===== config.mk =====
export PLATFORM = sky130hd
export DESIGN_NAME = paddle_cmd_mux
export DESIGN_NICKNAME = d
export VERILOG_FILES = /design/src/rtl/paddle_cmd_mux.sv
export SDC_FILE = /design/constraint.sdc
export NUM_CORES = 1
export LEC_CHECK = 0
export CAP_MARGIN = 10
export CORE_ASPECT_RATIO = 0.5
export CORE_MARGIN = 5
export CORE_UTILIZATION = 49
export DETAILED_ROUTE_END_ITERATION = 7
export HOLD_SLACK_MARGIN = 0.03
export PLACE_DENSITY = 0.95
export SLEW_MARGIN = 25
export SYNTH_ARGS = -nofsm -noshare
export SYNTH_HDL_FRONTEND = slang
export SYNTH_SLANG_ARGS = --single-unit

===== constraint.sdc =====
create_clock -name Clk -period 4.5 [get_ports Clk]
set_clock_uncertainty 0.15 [all_clocks]
set_input_delay 0.45 -clock Clk [delete_from_list [all_inputs] [get_ports Clk]]
set_output_delay 0.45 -clock Clk [all_outputs]
set_load 0.05 [all_outputs]

===== src/rtl/paddle_cmd_mux.sv =====
// paddle_cmd_mux: builds the per-frame left/right paddle commands from the
// local keyboard keycodes and the remote player's packetised command stream.
// Outputs are latched only on a synchronized frame tick, so each paddle sees
// a stable command at its frame sample point.
//
// Remote byte handshake: a byte is consumed on a rising Clk edge where
// rx_valid and rx_ready are both high; rx_ready is registered and is low only
// in reset and during the single COMMIT cycle; rx_data is ignored otherwise.
module paddle_cmd_mux #(
    parameter logic [7:0] KEY_UP         = 8'h1A,
    parameter logic [7:0] KEY_DOWN       = 8'h16,
    parameter logic [7:0] SYNC_BYTE      = 8'hA5,
    parameter logic [7:0] TIMEOUT_FRAMES = 8'd30
) (
    input  logic        Clk,
    input  logic        Reset,
    input  logic        frame_clk,
    input  logic [31:0] kb_keycode,
    input  logic        local_is_left,
    input  logic [7:0]  rx_data,
    input  logic        rx_valid,
    output logic        rx_ready,
    output logic [7:0]  keycode_left,
    output logic [7:0]  keycode_right,
    output logic        link_up,
    output logic        rx_err
);

    typedef enum logic [1:0] {
        S_IDLE     = 2'd0,
        S_GOT_SYNC = 2'd1,
        S_GOT_CMD  = 2'd2,
        S_COMMIT   = 2'd3
    } rx_state_t;

    rx_state_t  r_state;
    logic [7:0] r_cmd_tmp;
    logic [7:0] r_remote_cmd;
    logic       r_rx_ready;
    logic       r_rx_err;
    logic [7:0] r_frame_cnt;
    logic       r_fc_meta;
    logic       r_fc_sync;
    logic       r_fc_prev;
    logic [7:0] r_key_left;
    logic [7:0] r_key_right;

    logic       w_up;
    logic       w_dn;
    logic [7:0] w_local_cmd;
    logic [7:0] w_remote_eff;
    logic       w_frame_tick;
    logic       w_xfer;
    logic       w_commit;
    logic       w_link_up;

    // Local command decode: scan all four keycode slots for up/down keys.
    always_comb begin
        w_up = 1'b0;
        w_dn = 1'b0;
        for (int i = 0; i < 4; i++) begin
            if (kb_keycode[i*8 +: 8] == KEY_UP)   w_up = 1'b1;
            if (kb_keycode[i*8 +: 8] == KEY_DOWN) w_dn = 1'b1;
        end
        if (w_up && !w_dn)      w_local_cmd = 8'h02;
        else if (w_dn && !w_up) w_local_cmd = 8'h01;
        else                    w_local_cmd = 8'h00;
    end

    assign w_frame_tick = r_fc_sync & ~r_fc_prev;
    assign w_xfer       = rx_valid & r_rx_ready;
    assign w_commit     = (r_state == S_COMMIT);
    assign w_link_up    = (r_frame_cnt < TIMEOUT_FRAMES);
    assign w_remote_eff = w_link_up ? r_remote_cmd : 8'h00;

    // Bring frame_clk into the Clk domain and keep one delayed copy for edge detect.
    always_ff @(posedge Clk or posedge Reset) begin
        if (Reset) begin
            r_fc_meta <= 1'b0;
            r_fc_sync <= 1'b0;
            r_fc_prev <= 1'b0;
        end else begin
            r_fc_meta <= frame_clk;
            r_fc_sync <= r_fc_meta;
            r_fc_prev <= r_fc_sync;
        end
    end

    // Packet receiver: SYNC, CMD, CHK, then one COMMIT cycle with ready low.
    always_ff @(posedge Clk or posedge Reset) begin
        if (Reset) begin
            r_state      <= S_IDLE;
            r_cmd_tmp    <= 8'h00;
            r_remote_cmd <= 8'h00;
            r_rx_ready   <= 1'b0;
            r_rx_err     <= 1'b0;
        end else begin
            r_rx_err   <= 1'b0;
            r_rx_ready <= 1'b1;
            case (r_state)
                S_IDLE: begin
                    if (w_xfer && rx_data == SYNC_BYTE) r_state <= S_GOT_SYNC;
                end
                S_GOT_SYNC: begin
                    if (w_xfer) begin
                        r_cmd_tmp <= rx_data;
                        r_state   <= S_GOT_CMD;
                    end
                end
                S_GOT_CMD: begin
                    if (w_xfer) begin
                        if (rx_data == (SYNC_BYTE ^ r_cmd_tmp) && r_cmd_tmp <= 8'h02) begin
                            r_state    <= S_COMMIT;
                            r_rx_ready <= 1'b0;
                        end else begin
                            r_rx_err <= 1'b1;
                            r_state  <= S_IDLE;
                        end
                    end
                end
                S_COMMIT: begin
                    r_remote_cmd <= r_cmd_tmp;
                    r_state      <= S_IDLE;
                end
                default: r_state <= S_IDLE;
            endcase
        end
    end

    // Link watchdog: frames since the last good packet, saturating; a commit wins over a tick.
    always_ff @(posedge Clk or posedge Reset) begin
        if (Reset) begin
            r_frame_cnt <= TIMEOUT_FRAMES;
        end else if (w_commit) begin
            r_frame_cnt <= 8'h00;
        end else if (w_frame_tick && r_frame_cnt < TIMEOUT_FRAMES) begin
            r_frame_cnt <= r_frame_cnt + 8'd1;
        end
    end

    // Per-frame output latch; remote_cmd is sampled before any same-cycle commit lands.
    always_ff @(posedge Clk or posedge Reset) begin
        if (Reset) begin
            r_key_left  <= 8'h00;
            r_key_right <= 8'h00;
        end else if (w_frame_tick) begin
            if (local_is_left) begin
                r_key_left  <= w_local_cmd;
                r_key_right <= w_remote_eff;
            end else begin
                r_key_left  <= w_remote_eff;
                r_key_right <= w_local_cmd;
            end
        end
    end

    assign rx_ready      = r_rx_ready;
    assign rx_err        = r_rx_err;
    assign link_up       = w_link_up;
    assign keycode_left  = r_key_left;
    assign keycode_right = r_key_right;

endmodule


==> results.toml <==
[critical_path]
critPathCaptureType = "output port"
cp.arrival_ns = 2.28
rr_worst_depth = 5
path_max_fanout = 3
critPathLaunchType = "register"
reg2reg_from = "r_cmd_tmp[2]"
path_class = "register to output port"
startpoint = "r_frame_cnt[5]"
required_ns = 3.90

[place]
dpl_cell_area_sq_um = 2700
place.gp.congestion = 0.784
dp_hpwl_um = 3730
dp_slack_ns = 1.94
portBuffers = 63

[hold_path]
holdCritStartpoint = "r_fc_meta"
hold_path_class = "register to register"
holdPathStages = 0

[drt]
drc = 0
via_per_inst = 5.47
wl_per_cell_um = 16.4
firstDrtPassIters = 4
num_vias = 1629
routed_wl_um = 4890
antenna_left = 0
drtIter0Drc = 87

[clock_tree]
clkTransAtPathRegs_ns = 0.08
postCtsSetupRepairBufs = 0
htree_num_levels = 2
insertion_delay_ns = 0.30
cts_num_sinks = 47
tritoncts = "yes"
clock-root-buffer = "clkbuf_8"
clockBufferDepth = 2
hold_buffers = 0
post_cts_resized = 0
cts_made_buffers = 5

[floorplan]
pin_count = 64
rows = 16
die_h_um = 55.2
core_sq_um = 3920
dieWidth_um = 100
fp.dieArea_sq_um = 5550
start_util_pct = 51.1

[layout]
final_area_sq_um = 2780
diodes = 0
drive_above_1_share_pct = 9.43
syn_to_final_growth_pct = 38.5
fin_nets = 289

[logic_synthesis]
yosysSeqAreaShare_pct = 58.9
synth-seq-cells = 47
ys_top_cells_by_area = "dfrtp_1 54%, nand2_1 6.6%, dfstp_2 5.2%"
synth_top_area_share_pct = 53.6
syn_area_sq_um = 2010
synthCells = 176
synth_cell_type_count = 37
yosys_warnings = 0
yosysTopAreaCell = "dfrtp_1"
synth.avg_cell_area_sq_um = 11.4
synth_nets = 222

[timing]
finalHoldViolations = 0
period_minus_slack_ns = 2.88
relSlewSlack_pct = 56.3
max_freq_mhz = 347
drv_slew = 0
finalSetupViolCount = 0
tns_ns = 0
tightest_slew_ns = 0.655
rsz0062_at_grt = "no"
fin_ws_ns = 1.62
fin_crit_sh_pct = 64.1

[pwr]
p_leak_nw = 1.25
fin_total_pwr_uw = 859
peakVddDrop_mv = 0.145
pwr_density_cell_nw_per_um2 = 309

[grt]
grt_pass1_vias = 1745
grt_pass1_wl_um = 8050
antenna_found_initial = 0
track_usage_pct = 18.2
grt_max_degree = 48
grt.overflow.total = 0

[status]
status = "finished, final reports clean"

[run]
maxCapViolations = 0
## cell type report
type                    count  area (sq um)
flip-flops and latches     47          1180
fillers                   263          1150
multi-input cells         123           802
repair buffers             64           638
clock buffers               7          76.3
well taps                  54          67.6
inverters                   2          7.51
clock inverters             1          5.00
## worst paths after layout
kind,endpoint,slack [ns]
worst max-delay path,link_up,1.62
worst max register to register,r_state[1],2.42
worst min register to register,r_fc_sync,0.21
max in group asynchronous,r_frame_cnt[2],3.37
min in group asynchronous,r_cmd_tmp[6],0.44
worst min-delay path,r_fc_sync,0.21
## metal layers
layer	routed length (um)	up-vias	share of wire (%)	global-route usage, %
li1	-	768	-	-
met1	2070	796	42	21.9
met2	2340	56	48	29.9
met3	397	9	8.1	6.16
met4	78	0	1.6	7.29
met5	0	-	0	0
## layout by cell type, fill, tap and decap left out, types with 4 or more instances in the layout
master            n
a22o_1           12
and2_1            4
clkbuf_8          5
clkdlybuf4s50_1  63
dfrtp_1          43
dfstp_2           4
mux2_2            8
nand2_1          35
nand2b_1          5
nand4b_1          6
nor2_1           13
nor4bb_1          4
o221ai_1          4
## logic make-up after synthesis
group	Yosys count	synth area share [%]
AOI/OAI and AO/OA	22	8.98
xor gates and xnor gates	4	1.75
adders and majority gates	1	0.624
buffers and inverters	6	1.12
DFF	47	58.9
muxes	9	4.99
and+or+nand+nor	87	23.6
## flip-flops by register name, indices dropped and copies added, names as in the netlist
signal,flops
keycode_left,8
keycode_right,8
r_cmd_tmp,8
r_frame_cnt,8
r_remote_cmd,8
r_state,2
r_fc_meta,1
r_fc_prev,1
r_fc_sync,1
rx_err,1
rx_ready,1
## where the power goes
group,total [mW],internal (mW),switching (mW)
Sequential,0.488,0.462,0.0256
Combinational,0.130,0.0691,0.0606
Clock,0.242,0.109,0.133
## per-stage QoR
step	cells	hold slack, ns	utilization, %
4_1_cts	298	0.212	70.8
3_3_place_gp	290	0.185	68.7
6_report	298	0.209	70.8
3_5_place_dp	290	0.195	68.7
2_1_floorplan	176	0.181	-
5_1_grt	298	0.220	70.8
## critical path, cell delays in order, from the launching register on
cell and delay [ns]:
dfrtp_1 0.38, or3_1 0.39, or2_2 0.31, inv_1 0.09
clkdlybuf4s50_1 0.82
## synth_stat cells, drive strengths merged
| cell type | number |
|---|---|
| nand2 | 35 |
| o221ai | 4 |
| nand4b | 6 |
| and3 | 2 |
| a21oi | 1 |
| xnor2 | 1 |
| or4 | 1 |
| and4 | 1 |
| clkbuf | 4 |
| and2 | 4 |
| a32oi | 1 |
| and4b | 1 |
| dfrtp | 43 |
| nand2b | 5 |
| xor2 | 3 |
| dfstp | 4 |
| nor3 | 2 |
| nor4bb | 4 |
| o31ai | 1 |
| mux2i | 1 |
| or2 | 1 |
| nand4 | 3 |
| nand3 | 3 |
| a2111oi | 1 |
| nor2b | 2 |
| a22o | 12 |
| o21ai | 2 |
| inv | 2 |
| nor4b | 3 |
| or3 | 1 |
| ha | 1 |
| nor2 | 13 |
| mux2 | 8 |
Power figures use the tool's default switching activity.
